## config.mk

```make
export PLATFORM = sky130hd
export DESIGN_NAME = fu_mul_pipe_flat
export DESIGN_NICKNAME = d
export VERILOG_FILES = /design/src/rtl/fu_mul_pipe_if.sv /design/src/rtl/fu_mul_pipe.sv /design/src/flat_wrapper.sv
export SDC_FILE = /design/constraint.sdc
export NUM_CORES = 2
export LEC_CHECK = 0
export CAP_MARGIN = 15
export CORE_MARGIN = 1.5
export CORE_UTILIZATION = 45
export CTS_BUF_LIST = sky130_fd_sc_hd__clkbuf_16
export DETAILED_ROUTE_END_ITERATION = 8
export GPL_TIMING_DRIVEN = 0
export PLACE_DENSITY = 0.71
export SLEW_MARGIN = 10
export SYNTH_ARGS = -nofsm -noshare
export SYNTH_HDL_FRONTEND = slang
export SYNTH_SLANG_ARGS = --single-unit
```

## constraint.sdc

```tcl
create_clock -name clk -period 7.55 [get_ports clk]
set_clock_uncertainty 0.1 [all_clocks]
set_input_delay 2.265 -clock clk [delete_from_list [all_inputs] [get_ports clk]]
set_output_delay 2.265 -clock clk [all_outputs]
set_load 0.005 [all_outputs]
```

## src/rtl/fu_mul_pipe_if.sv

```systemverilog
// Handshake bundle for the pipelined multiply unit: issue side (in_*),
// result side (out_*) and the redirect flush.
interface fu_mul_pipe_if #(
    parameter int WIDTH = 32,
    parameter int TAG_W = 4
);
    logic             flush;
    logic             in_valid;
    logic             in_ready;
    logic [1:0]       in_op;
    logic [WIDTH-1:0] in_a;
    logic [WIDTH-1:0] in_b;
    logic [TAG_W-1:0] in_tag;
    logic             out_valid;
    logic             out_ready;
    logic [WIDTH-1:0] out_res;
    logic [TAG_W-1:0] out_tag;

    modport master (
        output flush, in_valid, in_op, in_a, in_b, in_tag, out_ready,
        input  in_ready, out_valid, out_res, out_tag
    );

    modport slave (
        input  flush, in_valid, in_op, in_a, in_b, in_tag, out_ready,
        output in_ready, out_valid, out_res, out_tag
    );
endinterface

```

## src/rtl/fu_mul_pipe.sv

```systemverilog
// Fully pipelined RV32M-style multiply unit (MUL/MULH/MULHSU/MULHU) with tag
// pass-through, whole-pipe stall on output back-pressure and synchronous flush.

module fu_mul_stage #(
    parameter int WIDTH = 32,
    parameter int TAG_W = 4
) (
    input  logic             clk,
    input  logic             rst,
    input  logic             flush_i,
    input  logic             en_i,
    input  logic             vld_i,
    input  logic [WIDTH-1:0] res_i,
    input  logic [TAG_W-1:0] tag_i,
    output logic             vld_o,
    output logic [WIDTH-1:0] res_o,
    output logic [TAG_W-1:0] tag_o
);
    logic             vld_q, vld_d;
    logic [WIDTH-1:0] res_q, res_d;
    logic [TAG_W-1:0] tag_q, tag_d;

    // Bubbles advance with the rest of the pipe; nothing is compacted.
    always_comb begin
        vld_d = vld_q;
        res_d = res_q;
        tag_d = tag_q;
        if (flush_i) begin
            vld_d = 1'b0;
        end else if (en_i) begin
            vld_d = vld_i;
            res_d = res_i;
            tag_d = tag_i;
        end
    end

    always_ff @(posedge clk or posedge rst) begin
        if (rst) begin
            vld_q <= 1'b0;
            res_q <= '0;
            tag_q <= '0;
        end else begin
            vld_q <= vld_d;
            res_q <= res_d;
            tag_q <= tag_d;
        end
    end

    assign vld_o = vld_q;
    assign res_o = res_q;
    assign tag_o = tag_q;
endmodule

module fu_mul_pipe #(
    parameter int WIDTH   = 32,
    parameter int LATENCY = 4,
    parameter int TAG_W   = 4
) (
    input  logic        clk,
    input  logic        rst,
    fu_mul_pipe_if.slave bus
);
    localparam logic [1:0] OP_MUL    = 2'b00;
    localparam logic [1:0] OP_MULH   = 2'b01;
    localparam logic [1:0] OP_MULHSU = 2'b10;

    logic                           stall;
    logic                           accept;
    logic [LATENCY:0]               vld_pipe;
    logic [LATENCY:0][WIDTH-1:0]    res_pipe;
    logic [LATENCY:0][TAG_W-1:0]    tag_pipe;

    logic                           a_sgn, b_sgn;
    logic signed [WIDTH:0]          a_ext, b_ext;
    logic signed [2*WIDTH+1:0]      a_x, b_x, prod;
    logic [WIDTH-1:0]               res0;

    assign stall        = vld_pipe[LATENCY] & ~bus.out_ready;
    assign bus.in_ready = ~stall & ~bus.flush;
    assign accept       = bus.in_valid & bus.in_ready;

    // One (WIDTH+1)-bit signed multiply covers all four variants; only the
    // extension of each operand and the half selected differ.
    always_comb begin
        a_sgn = (bus.in_op == OP_MULH) || (bus.in_op == OP_MULHSU);
        b_sgn = (bus.in_op == OP_MULH);
        a_ext = {a_sgn & bus.in_a[WIDTH-1], bus.in_a};
        b_ext = {b_sgn & bus.in_b[WIDTH-1], bus.in_b};
        a_x   = {{(WIDTH+1){a_ext[WIDTH]}}, a_ext};
        b_x   = {{(WIDTH+1){b_ext[WIDTH]}}, b_ext};
        prod  = a_x * b_x;
        res0  = (bus.in_op == OP_MUL) ? prod[WIDTH-1:0] : prod[2*WIDTH-1:WIDTH];
    end

    assign vld_pipe[0] = accept;
    assign res_pipe[0] = res0;
    assign tag_pipe[0] = bus.in_tag;

    for (genvar s = 1; s <= LATENCY; s++) begin : g_stg
        fu_mul_stage #(
            .WIDTH (WIDTH),
            .TAG_W (TAG_W)
        ) u_stg (
            .clk     (clk),
            .rst     (rst),
            .flush_i (bus.flush),
            .en_i    (~stall),
            .vld_i   (vld_pipe[s-1]),
            .res_i   (res_pipe[s-1]),
            .tag_i   (tag_pipe[s-1]),
            .vld_o   (vld_pipe[s]),
            .res_o   (res_pipe[s]),
            .tag_o   (tag_pipe[s])
        );
    end

    assign bus.out_valid = vld_pipe[LATENCY];
    assign bus.out_res   = res_pipe[LATENCY];
    assign bus.out_tag   = tag_pipe[LATENCY];
endmodule

```

## src/flat_wrapper.sv

```systemverilog
// flat-port wrapper written by rule: the top's interface ports become plain ports
module fu_mul_pipe_flat 
#(
    parameter int WIDTH   = 32,
    parameter int LATENCY = 4,
    parameter int TAG_W   = 4
)
  (clk, rst, bus_flush, bus_in_valid, bus_in_op, bus_in_a, bus_in_b, bus_in_tag, bus_out_ready, bus_in_ready, bus_out_valid, bus_out_res, bus_out_tag);
  fu_mul_pipe_if #(.WIDTH(WIDTH), .TAG_W(TAG_W)) bus_i ();
  input  logic clk;
  input  logic rst;
  input wire logic [$bits(bus_i.flush)-1:0] bus_flush;
  input wire logic [$bits(bus_i.in_valid)-1:0] bus_in_valid;
  input wire logic [$bits(bus_i.in_op)-1:0] bus_in_op;
  input wire logic [$bits(bus_i.in_a)-1:0] bus_in_a;
  input wire logic [$bits(bus_i.in_b)-1:0] bus_in_b;
  input wire logic [$bits(bus_i.in_tag)-1:0] bus_in_tag;
  input wire logic [$bits(bus_i.out_ready)-1:0] bus_out_ready;
  output wire logic [$bits(bus_i.in_ready)-1:0] bus_in_ready;
  output wire logic [$bits(bus_i.out_valid)-1:0] bus_out_valid;
  output wire logic [$bits(bus_i.out_res)-1:0] bus_out_res;
  output wire logic [$bits(bus_i.out_tag)-1:0] bus_out_tag;
  assign bus_i.flush = bus_flush;
  assign bus_i.in_valid = bus_in_valid;
  assign bus_i.in_op = bus_in_op;
  assign bus_i.in_a = bus_in_a;
  assign bus_i.in_b = bus_in_b;
  assign bus_i.in_tag = bus_in_tag;
  assign bus_i.out_ready = bus_out_ready;
  assign bus_in_ready = bus_i.in_ready;
  assign bus_out_valid = bus_i.out_valid;
  assign bus_out_res = bus_i.out_res;
  assign bus_out_tag = bus_i.out_tag;
  fu_mul_pipe #(.WIDTH(WIDTH), .LATENCY(LATENCY), .TAG_W(TAG_W)) u_core (.clk(clk), .rst(rst), .bus(bus_i));
endmodule
```

======== Word level (Yosys, flattened, before mapping) ========
Cells that the tools add are included.
Widths: inputs -> output; s select.
storage, ports and cells
  flip-flop bits (word level) ............. 148
  latch bits .............................. 0
  RAM bits ................................ 0
  ROM bits ................................ 0
  input bits .............................. 75
  output and inout bits ................... 38
  word-level logic and storage cells ...... 36
  memories kept ........................... 0
operators by class
  $add $sub $neg .......................... 0
  $mul .................................... 1
  divide/modulo/power cells ............... 0
  magnitude comparators ................... 0
  equality and inequality tests ........... 3
  shift-type cells ........................ 0
  mux-type cells .......................... 9
  bitwise operators ....................... 8
  reductions and logical operators ........ 3
operator list
  kind                number
  $mul 33x33->64      1
  $mux 32             1
  $mux 1              8
  $and 1x1->1         5
  $not 1->1           3
  $eq 2x1->1 const B  1
  $eq 2x2->1 const B  1
  $logic_not 2->1     1
  $ne 2x2->1 const B  1
  $reduce_and 2->1    1
  $logic_or 1x1->1    1

======== Logic depth before layout (Yosys ltp) ========
  depth after elaboration ................. 7
  depth in mapped cells ................... 32
  gate-level depth less buffers ........... 30

======== By module ========
A second synthesis with hierarchy kept.
second synthesis, totals
  cell total of the unflattened synthesis .. 4652
  area, all modules ....................... 44710.4 um^2
modules (own cells, without submodules)
  module        instances  cells an instance  area an instance (um^2)  seq. area each (um^2)
  fu_mul_pipe   1          4328               38489.4                  0.0
  fu_mul_stage  4          81                 1555.2                   925.9

======== Least setup slack after synthesis ========
OpenSTA, ideal clock, no wires.
  path type ............................... input-to-reg
  from .................................... input bus_in_op[1]
  to ...................................... register u_core.g_stg[1].u_stg.res_q[27]
  setup time .............................. 0.077 ns
  data arrival time ....................... 10.288 ns
  data required time ...................... 7.373 ns
  setup slack ............................. -2.915 ns
  stages on the path ...................... 30
  path buffers ............................ 2
  cells stage by stage .................... inv_1 ha_1 and2_0 clkbuf_1 nand2_1 inv_1 fa_1 inv_1 fa_1 inv_1 fa_1 fa_1 inv_1 fa_1 inv_1 fa_1 inv_1 fa_1 fa_1 inv_1 ha_1 clkbuf_1 and4_1 o21ai_0 or3_1 o211a_1 o31ai_4 nand2_1 mux2_1 a21oi_1
on the way
  word-level cells in the longest chain between the ends .. 5
  elaborated cells on any way between the ends .. 8
RTL lines
  item                                      line                                  source
  start: declaration                        flat_wrapper.sv:14                    input wire logic [$bits(bus_i.in_op)-1:0] bus_in_op;
  $eq 2x1->1 or $eq 2x2->1 (tied branches)  fu_mul_pipe.sv:85, fu_mul_pipe.sv:86
  $logic_or 1x1->1                          fu_mul_pipe.sv:85                     a_sgn = (bus.in_op == OP_MULH) || (bus.in_op == OP_MULHSU);
  $and 1x1->1                               fu_mul_pipe.sv:87                     a_ext = {a_sgn & bus.in_a[WIDTH-1], bus.in_a};
  $mul 33x33->64                            fu_mul_pipe.sv:91                     prod = a_x * b_x;
  $mux 32 (*)                               fu_mul_pipe.sv:92                     res0 = (bus.in_op == OP_MUL) ? prod[WIDTH-1:0] : prod[2*WIDTH-1:WIDTH];
  end signal: assignment                    fu_mul_pipe.sv:44                     res_q <= res_d;
  end: declaration                          fu_mul_pipe.sv:20                     logic [WIDTH-1:0] res_q, res_d;
Mark *: on every way between the ends. The rest lies on a longest branch, timed or not.
A chain may end at the register's enable or synchronous reset.

======== Worst setup path in the final report ========
Ends and elaborated chain as after synthesis.

==> results_dict.tcl <==
set metrics [dict create \
    wl_met3_um 18500 \
    synthSimpleGateAreaFrac_pct 16.1 \
    avgViaCountPerCell 5.46 \
    dieArea_um2 99100 \
    cts.clk_slew.worst_paths_ns 0.07 \
    rsz0062_at_grt "yes" \
    maxSlewHeadroom_pct 39.3 \
    hp-class "reg -> reg" \
    fp.dieW_um 315 \
    hold_viol_final 0 \
    clock_sinks 148 \
    clock.fmax_mhz 101 \
    row_count 114 \
    routedWlPerCell_um 25.1 \
    synth_cells 4901 \
    ant_nets 0 \
    dp_hpwl_um 133000 \
    drt_iter0_drc 3354 \
    final.min_clock_period_ns 9.89 \
    grt_max_degree 104 \
    cp.arrival_ns 10.15 \
    critPathLaunchType "primary input" \
    final_common_cell "nand2_1" \
    mostFrequentLayoutCells "1156 x nand2_1, 1130 x inv_1, 1060 x fa_1" \
    drv_cap 0 \
    synth_cell_types 65 \
    antenna_found_initial 11 \
    worstPathMaxFanout 5 \
    synth_fp_nets 6315 \
    final_max_slew_viol_count 0 \
    io_buffer_count 109 \
    yosysSeqAreaShare_pct 8.47 \
    synth_compound_area_share_pct 3.72 \
    postSynthAreaPerCell_um2 8.92 \
    grt_usage_pct 33.5 \
    boundaryPins 113 \
    synth-xor-area-share_pct 1.50 \
    postSynth.asyncResetShare_pct 100 \
    ys_top_cells_by_area "fa_1 51%, inv_1 10%, nand2_1 10%, dfrtp_1 8.5%, ha_1 6.1%" \
    criticalPathCategory "in -> reg" \
    firstDrtPassIters 7 \
    fin_crit_sh_pct 131 \
    fillers 8421 \
    cp.required_ns 7.81 \
    root_buffer "clkbuf_16" \
    synth_edf_count 0 \
    worst_slack_ns -2.34 \
    ctsLongestPathBuffers 2 \
    worstHoldStart "u_core.g_stg[2].u_stg.res_o[10]" \
    crit_path_top_delay_cell "fa_2" \
    num_vias 35600 \
    fin_tns_setup_ns -62.13 \
    grt_pass1_wl_um 239000 \
    htree_num_levels 4 \
    drive_above_1_share_pct 16.5 \
    dp_slack_ns -4.24 \
    synth_top_cell_by_area "fa_1" \
    synth_mux_area_share_pct 0.163 \
    die_y_um 315 \
    top_layer "met5" \
    syn2layout_area_growth_pct 21.2 \
    end_kind "flip-flop" \
    finalSetupViolCount 32 \
    synth_adder_area_share_pct 57.6 \
    status "finished, violations left" \
    yosys_warnings 0 \
    synthFlopType "dfrtp_1" \
    ys_seq_elements 148 \
    timing.rr.start "u_core.g_stg[4].u_stg.vld_o" \
    core-area_um2 96400 \
    fin_nets 6629 \
    first_global_vias 37800 \
    crit_path_frequent_cell "fa_1" \
    tightest_slew_ns 0.901 \
    overflow 0 \
    tritoncts "built" \
    max_stage_delay_ns 0.74 \
    synth_top_family_by_area "adder cells" \
    drt_wl_total_um 163000 \
    drc 0 \
    violations "negative setup slack" \
    place_congestion 1.05 \
    cts_made_buffers 17 \
    m1WireLength_um 57900 \
    synth_top_area_share_pct 51.5 \
    netlist_area_um2 43700 \
    cp-startpoint "bus_in_op[1]" \
    wl_met2_um 71900 \
    clk_latency_ns 0.42 \
    start_util_pct 45.4 \
]
-- kinds of logic (layout without fill, tap and decap cells) --
family	Yosys count	in the layout
flops	148	148
other cells	0	6
simple gates	1630	1630
fa+ha+maj	1339	1339
mux	7	7
compound gates	251	251
xor+xnor	75	75
buf+inv	1451	1778
-- state kept, by name, summed over array words and instances, names as in the netlist --
signal                    cells
u_core.g_stg.u_stg.res_o    128
u_core.g_stg.u_stg.tag_o     16
u_core.g_stg.u_stg.vld_o      4
-- worst max-delay path: cells and delay by family --
family / cells / cell delay, ns
adder cells (fa/ha/maj): 10 / 4.90
AND/OR/NAND/NOR: 5 / 0.85
multiplexers: 1 / 0.31
buffers and inverters: 9 / 0.91
AO/OA/AOI/OAI: 5 / 0.91
-- routing by layer --
metal	vias to the layer above	global-route usage [%]
li1	14600	-
met1	18100	41.8
met2	2157	51.6
met3	658	7.82
met4	2	23.6
met5	-	0
-- path summary, 6_finish.rpt --
check / end / slack (ns) / cells past startpoint
max: u_core.g_stg[1].u_stg.res_o[27] / -2.34 / 30
min in group asynchronous: u_core.g_stg[4].u_stg.res_o[17] / 2.14 / 2
min: u_core.g_stg[3].u_stg.res_o[10] / 0.36 / 2
min reg2reg: u_core.g_stg[3].u_stg.res_o[10] / 0.36 / 2
max reg2reg: u_core.g_stg[2].u_stg.res_o[3] / 4.68 / 8
max in group asynchronous: u_core.g_stg[4].u_stg.res_o[23] / 4.41 / 3
-- final cells by class --
type / instances / area (um2) / share of cell area [%]
Tap cell: 1276 / 1600 / 3.01
Clock inverter: 15 / 168 / 0.316
Sequential cell: 148 / 3700 / 6.99
Multi-Input combinational cell: 3302 / 36300 / 68.5
Inverter: 1198 / 4550 / 8.58
Clock buffer: 17 / 425 / 0.802
Buffer: 245 / 3310 / 6.25
Antenna cell: 6 / 15.0 / 0.0283
Timing Repair Buffer: 303 / 2900 / 5.48
-- through the flow --
stage                     hold slack, ns  instance area (um2)  std cells  utilization, %
final                              0.357                53000       6510            55.0
after floorplan                    0.333                44500       4901               -
after global placement             0.349                47200       6286            48.9
after CTS                          0.365                51200       6403            53.1
after detailed placement           0.350                47200       6287            49.0
after global routing               0.384                53000       6504            55.0
-- cells in the mapped netlist (all sizes together) (2+ instances only) --
master and n:
a211oi 11, a21o 24, a21oi 86, a221oi 2, a311oi 2, a31oi 11, a41o 3, and2 275
and3 25, buf 7, clkbuf 246, dfrtp 148, fa 1125, ha 214, inv 1198, mux2i 6
nand2 1192, nand2b 2, nand3 15, nand4 9, nor2 76, nor2b 7, nor3 8, nor4 3
o211ai 7, o21a 9, o21ai 57, o21bai 14, o221ai 4, o22ai 4, o31ai 5, o41ai 2
or2 13, or3 3, xnor2 51, xor2 24
-- timing repair --
action                     4_1_cts  5_1_grt
resized for setup             1063      288
cloned                           0        3
pin swaps                      144      219
setup endpoints to repair       32       32
setup buffers                   89      104
hold buffers                     0        0
Power is not shown: default switching activity piles up to over one toggle a cycle in this logic, so the estimate is an artifact.
